**config.mk**
```make
export PLATFORM = sky130hd
export DESIGN_NAME = mem_access_controller
export DESIGN_NICKNAME = d
export VERILOG_FILES = /design/src/rtl/mem_pkg.sv /design/src/rtl/mem_access_controller.sv
export SDC_FILE = /design/constraint.sdc
export NUM_CORES = 1
export LEC_CHECK = 0
export ABC_AREA = 1
export BUFFER_PORTS_ARGS = -buffer_cell sky130_fd_sc_hd__buf_4
export CELL_PAD_IN_SITES_DETAIL_PLACEMENT = 0
export CELL_PAD_IN_SITES_GLOBAL_PLACEMENT = 1
export CORE_MARGIN = 8
export CORE_UTILIZATION = 33
export DETAILED_ROUTE_END_ITERATION = 10
export PLACE_DENSITY_LB_ADDON = 0.15
export SKIP_LAST_GASP = 1
export SLEW_MARGIN = 20
export SYNTH_ARGS = -nofsm -noshare
export SYNTH_HDL_FRONTEND = slang
export SYNTH_SLANG_ARGS = --single-unit
```
**constraint.sdc**
```tcl
create_clock -name clk -period 1.7 [get_ports clk]
set_input_delay 0.085 -clock clk [delete_from_list [all_inputs] [get_ports clk]]
set_output_delay 0.085 -clock clk [all_outputs]
set_load 0.01 [all_outputs]
```
**src/rtl/mem_pkg.sv**
```systemverilog
// Shared constants and encodings for the Memory_Interface initiator.
package mem_pkg;

    localparam int unsigned ADDR_W = 19;
    localparam int unsigned DATA_W = 19;

    typedef enum logic {
        OP_LOAD = 1'b0,
        OP_FILL = 1'b1
    } op_e;

    typedef enum logic [2:0] {
        StIdle,
        StWrite,
        StRdIssue,
        StRdWait,
        StResp
    } mac_state_e;

endpackage

```
**src/rtl/mem_access_controller.sv**
```systemverilog
// Burst master for the Memory_Interface: fills (repeated store) and loads with a
// backpressured response channel. Every output except req_ready is registered.
module mem_access_controller
    import mem_pkg::*;
#(
    parameter int unsigned ADDR_W       = mem_pkg::ADDR_W,
    parameter int unsigned DATA_W       = mem_pkg::DATA_W,
    parameter int unsigned READ_LATENCY = 1,
    parameter int unsigned LEN_W        = 3
) (
    input  logic              clk,
    input  logic              rst,
    input  logic              req_valid,
    output logic              req_ready,
    input  logic              req_write,
    input  logic [ADDR_W-1:0] req_addr,
    input  logic [DATA_W-1:0] req_wdata,
    input  logic [LEN_W-1:0]  req_len,
    output logic              resp_valid,
    input  logic              resp_ready,
    output logic [DATA_W-1:0] resp_data,
    output logic              resp_last,
    output logic              done,
    output logic              busy,
    output logic              mem_read,
    output logic              mem_write,
    output logic [ADDR_W-1:0] mem_addr,
    output logic [DATA_W-1:0] mem_wdata,
    input  logic [DATA_W-1:0] mem_rdata
);

    localparam logic [LEN_W:0] OneBeat = (LEN_W+1)'(1);
    localparam logic [1:0]     LatInit = 2'(READ_LATENCY - 1);

    mac_state_e        state_q, state_d;
    logic [LEN_W:0]    beats_q, beats_d;
    logic [1:0]        lat_q, lat_d;
    logic              mem_read_q, mem_read_d;
    logic              mem_write_q, mem_write_d;
    logic [ADDR_W-1:0] mem_addr_q, mem_addr_d;
    logic [DATA_W-1:0] mem_wdata_q, mem_wdata_d;
    logic              resp_valid_q, resp_valid_d;
    logic [DATA_W-1:0] resp_data_q, resp_data_d;
    logic              resp_last_q, resp_last_d;
    logic              done_q, done_d;
    logic              busy_q, busy_d;

    always_comb begin
        state_d      = state_q;
        beats_d      = beats_q;
        lat_d        = lat_q;
        mem_addr_d   = mem_addr_q;
        mem_wdata_d  = mem_wdata_q;
        resp_valid_d = resp_valid_q;
        resp_data_d  = resp_data_q;
        resp_last_d  = resp_last_q;
        done_d       = 1'b0;

        unique case (state_q)
            StIdle: begin
                if (req_valid) begin
                    mem_addr_d  = req_addr;
                    mem_wdata_d = req_wdata;
                    beats_d     = {1'b0, req_len} + OneBeat;
                    state_d     = (op_e'(req_write) == OP_FILL) ? StWrite : StRdIssue;
                end
            end
            StWrite: begin
                if (beats_q == OneBeat) begin
                    state_d = StIdle;
                    done_d  = 1'b1;
                end else begin
                    beats_d    = beats_q - OneBeat;
                    mem_addr_d = mem_addr_q + ADDR_W'(1);
                end
            end
            StRdIssue: begin
                state_d = StRdWait;
                lat_d   = LatInit;
            end
            StRdWait: begin
                if (lat_q == 2'd0) begin
                    resp_valid_d = 1'b1;
                    resp_data_d  = mem_rdata;
                    resp_last_d  = (beats_q == OneBeat);
                    state_d      = StResp;
                end else begin
                    lat_d = lat_q - 2'd1;
                end
            end
            StResp: begin
                if (resp_ready) begin
                    resp_valid_d = 1'b0;
                    resp_last_d  = 1'b0;
                    if (beats_q == OneBeat) begin
                        state_d = StIdle;
                        done_d  = 1'b1;
                    end else begin
                        beats_d    = beats_q - OneBeat;
                        mem_addr_d = mem_addr_q + ADDR_W'(1);
                        state_d    = StRdIssue;
                    end
                end
            end
            default: state_d = StIdle;
        endcase

        // Strobes are derived from the next state so they line up with the state register.
        mem_write_d = (state_d == StWrite);
        mem_read_d  = (state_d == StRdIssue);
        busy_d      = (state_d != StIdle);
    end

    always_ff @(posedge clk) begin
        if (rst) begin
            state_q      <= StIdle;
            beats_q      <= '0;
            lat_q        <= '0;
            mem_read_q   <= 1'b0;
            mem_write_q  <= 1'b0;
            mem_addr_q   <= '0;
            mem_wdata_q  <= '0;
            resp_valid_q <= 1'b0;
            resp_data_q  <= '0;
            resp_last_q  <= 1'b0;
            done_q       <= 1'b0;
            busy_q       <= 1'b0;
        end else begin
            state_q      <= state_d;
            beats_q      <= beats_d;
            lat_q        <= lat_d;
            mem_read_q   <= mem_read_d;
            mem_write_q  <= mem_write_d;
            mem_addr_q   <= mem_addr_d;
            mem_wdata_q  <= mem_wdata_d;
            resp_valid_q <= resp_valid_d;
            resp_data_q  <= resp_data_d;
            resp_last_q  <= resp_last_d;
            done_q       <= done_d;
            busy_q       <= busy_d;
        end
    end

    assign req_ready  = (state_q == StIdle);
    assign resp_valid = resp_valid_q;
    assign resp_data  = resp_data_q;
    assign resp_last  = resp_last_q;
    assign done       = done_q;
    assign busy       = busy_q;
    assign mem_read   = mem_read_q;
    assign mem_write  = mem_write_q;
    assign mem_addr   = mem_addr_q;
    assign mem_wdata  = mem_wdata_q;

endmodule
```
==> results.txt <==
The flow ran to the end, and the final reports show no timing, DRC or antenna violations. The maximum clock frequency came out at 631.5 MHz. The number of max-slew violations in the final report is 0.

The reg-to-reg endpoint is resp_last. The TritonCTS sink count came out at 72. The total negative setup slack came out at 0 ns. The aggregate global routing overflow is 0.

The area of the core is 10180 um2. The depth of the CTS H-tree is 3. The maximum vdd drop came out at 0.0005144 V. The worst pin sits at a relative slew slack of 68.32%. Global routing consumed, over all layers together, 15.70% of the routing resources.

CTS placed an instance of sky130_fd_sc_hd__clkbuf_8 at the clock tree root. The cell count after placement came out at 752. The most critical setup path has its endpoint at resp_last. The fill cell total of the finished layout came out at 1058.

The detail-routed via count per cell is 4.639. The kind of start point of the critical path is a flip-flop. The slowest stage of the critical path belongs to the cell sky130_fd_sc_hd__dfxtp_1. The endpoint arrival time on the critical path came out at 1.81 ns. The Yosys warning count is 0.

The worst clock skew on the final layout is 0.007137 ns. The first global-routing pass estimated 18180 um of wire. The clock input transition at the sequential cells of the worst setup and hold paths came out at 0.08 ns. The number of nets in the layout came out at 733.

The sequential element share of the synthesized area came out at 42.12%. Once placement finished, the instance area stood at 4514 um2. The worst-case register-to-register setup slack came out at 0.12 ns. The cell depth of the worst setup path is 8.

The number of clock buffers added by TritonCTS is 9. The worst setup path is captured at a flip-flop. The net count of the mapped netlist is 571.

For this design the ratio of total power to cell area is 1183 nW/um2. Traced cell by cell, the critical path runs through inv_1 > ha_1 > nand2_1 > inv_1 > nand2_1 > clkinvlp_4 > a21oi_1 > a211oi_1. The count of vias placed by the detailed router is 3730. Entering global routing, the biggest net connects 33 pins. The total power is 6113 uW.

The final layout contains routed wiring with a total length of 11200 um. The depth of the most critical reg-to-reg path came out at 8. The max capacitance violation total came out at 0.

In this run the worst path has a maximum fanout of 21. The largest stage delay on the critical path is 0.34 ns. At the end of routability-driven placement, the weighted congestion stood at 0.7722.

The number of buffers and inverters on the critical path came out at 3. The average footprint of a synthesized cell is 6.830 um2. The cell row count came out at 37. After layout, the worst path uses 93.15% of the clock period. The static power due to leakage is 0.002317 uW.

Setup violations remaining at the end of the flow were counted as 0. The area enclosed by the die boundary came out at 13880 um2. The post-synthesis instance total is 501. Tracing the worst setup path back leads to its startpoint at lat_q[0]. The cell area after layout came out at 5169 um2. The post-detailed-placement half-perimeter wirelength came out at 7556 um. The cell area that synthesis handed to floorplanning was 3422 um2. For the worst setup path, the data required time is 1.93 ns. The path class of the tightest hold or removal check is in -> reg. The starting utilization of the core area came out at 33.60%. The measured slew at the worst slew-check pin is 0.4752 ns. The DRC violation total after the first TritonRoute iteration is 189. In the routed design, unresolved DRC markers number 0. The critical setup path kind is reg -> reg. The distinct cell type count after synthesis is 29. The final hold violation count came out at 0.

The buffer levels on the longest clock path is 2. The later-pin clock latency in the skew report is 0.35 ns. The number of antenna-violating nets in the routed design is 0. The iteration count of the initial detailed-routing pass came out at 4. The post-route worst hold slack is 0.01219 ns. The layout overhead on the synthesized area came out at 51.04%.

The fraction of final layout cells sized beyond drive strength 1 came out at 27.40%. The multi-input combinational cells in the finished layout cover a total of 1758 um2. The count of buffers from port buffering came out at 128. Setup repair after global routing could not meet its margin everywhere. The final cell count without fillers came out at 804. The die height is 117.8 um. The initial antenna violation count came out at 0. The register cell area after layout came out at 1446 um2. The count of inserted antenna diode cells came out at 0. The horizontal die dimension is 117.8 um. The via count of the first global-routing pass came out at 3717.

The clock period minus worst slack came out at 1.584 ns. TritonCTS built the clock tree. In the final routed layout, each cell accounts on average for 13.93 um.

Counting flops and latches in the post-synthesis netlist gives 72. The category of cells accounting for the largest share of critical-path delay is buffers and inverters. The total I/O pin count came out at 129. In this run the critical register-to-register path is launched from lat_q[0].
-- cell usage in the layout, fill, tap and decap left out, types with 4 or more instances in the layout --
master,count
sky130_fd_sc_hd__clkbuf_8,11
sky130_fd_sc_hd__nand3_1,42
sky130_fd_sc_hd__nand2_1,111
sky130_fd_sc_hd__dfxtp_1,68
sky130_fd_sc_hd__xor2_1,4
sky130_fd_sc_hd__nor2_1,84
sky130_fd_sc_hd__a21oi_1,43
sky130_fd_sc_hd__dfxtp_2,4
sky130_fd_sc_hd__nand2_2,6
sky130_fd_sc_hd__ha_1,5
sky130_fd_sc_hd__buf_4,139
sky130_fd_sc_hd__inv_1,38
sky130_fd_sc_hd__o21ai_0,41
sky130_fd_sc_hd__dlygate4sd3_1,32
-- timing repair --
action,4_1_cts,5_1_grt
gates cloned,1,1
endpoints found under the setup margin,3,24
endpoints found under the hold margin,37,0
hold buffers,32,0
buffers inserted,0,2
pin swaps,0,2
gates resized for setup,0,20
-- kinds of logic (layout without fill, tap and decap cells) --
family | Yosys count | count (layout) | share of synthesized area [%]
AOI/OAI and AO/OA | 96 | 96 | 14.70
xor gates and xnor gates | 5 | 5 | 1.280
DFF | 72 | 72 | 42.12
adders and majority gates | 5 | 5 | 1.828
and+or+nand+nor | 257 | 259 | 31.44
buffers and inverters | 66 | 231 | 8.628
-- stage by stage --
step	util [%]	worst slack [ns]
floorplan	-	0.2464
global placement	44.32	0.07051
detailed placement	44.32	0.000004219
CTS	49.85	0.05196
global route	50.75	-0.04013
finish	50.75	0.1164
-- where the power goes --
part           internal [uW]  switching [uW]
Sequential              1990             254
Clock                    905             675
Combinational           1020            1270
-- layer usage --
metal | track usage (%) | up-vias | routed length, um
met4 | 6.325 | 0 | 175
li1 | - | 1938 | -
met5 | 0 | - | 0
met1 | 18.44 | 1685 | 4973
met3 | 4.077 | 15 | 623
met2 | 26.65 | 92 | 5431
-- cell usage after synthesis --
cell                       instances  area share (%)
sky130_fd_sc_hd__nand4_1           1            0.18
sky130_fd_sc_hd__buf_2             8             1.2
sky130_fd_sc_hd__xnor2_1           1            0.26
sky130_fd_sc_hd__a31oi_1           1            0.18
sky130_fd_sc_hd__nand2_2           5            0.91
sky130_fd_sc_hd__o21ai_1           3            0.44
sky130_fd_sc_hd__nand2_4           1            0.33
sky130_fd_sc_hd__o211ai_1          2            0.44
sky130_fd_sc_hd__a211oi_1          2            0.44
sky130_fd_sc_hd__ha_1              5             1.8
sky130_fd_sc_hd__o211a_1           1            0.29
sky130_fd_sc_hd__o221ai_1          1            0.26
sky130_fd_sc_hd__nor2_4            1            0.33
sky130_fd_sc_hd__o21bai_1          1            0.22
sky130_fd_sc_hd__nor2_1           87             9.5
sky130_fd_sc_hd__xor2_1            4             1.0
sky130_fd_sc_hd__nand4_4           1            0.62
sky130_fd_sc_hd__buf_6             4             1.3
sky130_fd_sc_hd__nand3b_1          2            0.44
sky130_fd_sc_hd__inv_2             1            0.11
sky130_fd_sc_hd__dfxtp_1          72              42
sky130_fd_sc_hd__o21ai_0          41             6.0
sky130_fd_sc_hd__nand2_1         114              13
sky130_fd_sc_hd__a21oi_1          44             6.4
sky130_fd_sc_hd__clkbuf_1         11             1.2
sky130_fd_sc_hd__nor3_1            2            0.29
sky130_fd_sc_hd__nand3_1          43             6.3
sky130_fd_sc_hd__inv_1            40             4.4
sky130_fd_sc_hd__buf_4             2            0.44
-- registers in the layout (all words and copies together) (netlist names) --
signal / count
resp_data: 19
state_q: 3
resp_valid: 1
resp_last: 1
busy: 1
mem_addr: 19
done: 1
beats_q: 4
mem_wdata: 19
mem_write: 1
lat_q: 2
mem_read: 1
-- final cells by class --
type	count	share of cell area [%]
clock buffer	11	2.929
clock inverter	5	1.525
inverter	41	3.050
multi-input combinational	365	34.01
sequential	72	27.98
tap	136	3.292
timing repair buffer	174	27.21
-- worst min-delay path, stage by stage --
cell	delay, ns
sky130_fd_sc_hd__buf_4	0.07
sky130_fd_sc_hd__o21ai_0	0.08
sky130_fd_sc_hd__nor2_1	0.08
-- worst min path at each step --
stage,slack [ns],endpoint,startpoint,cells after the start
finish,0.01,resp_data[0],mem_rdata[0],3
global route,0.01,mem_wdata[8],req_wdata[8],3
CTS,0.001,mem_wdata[2],req_wdata[2],3
detailed placement,0.34,resp_valid,rst,2
global placement,0.33,beats_q[3],rst,2
floorplan,0.17,state_q[2],rst,1
(Power assumes the default switching activity.)
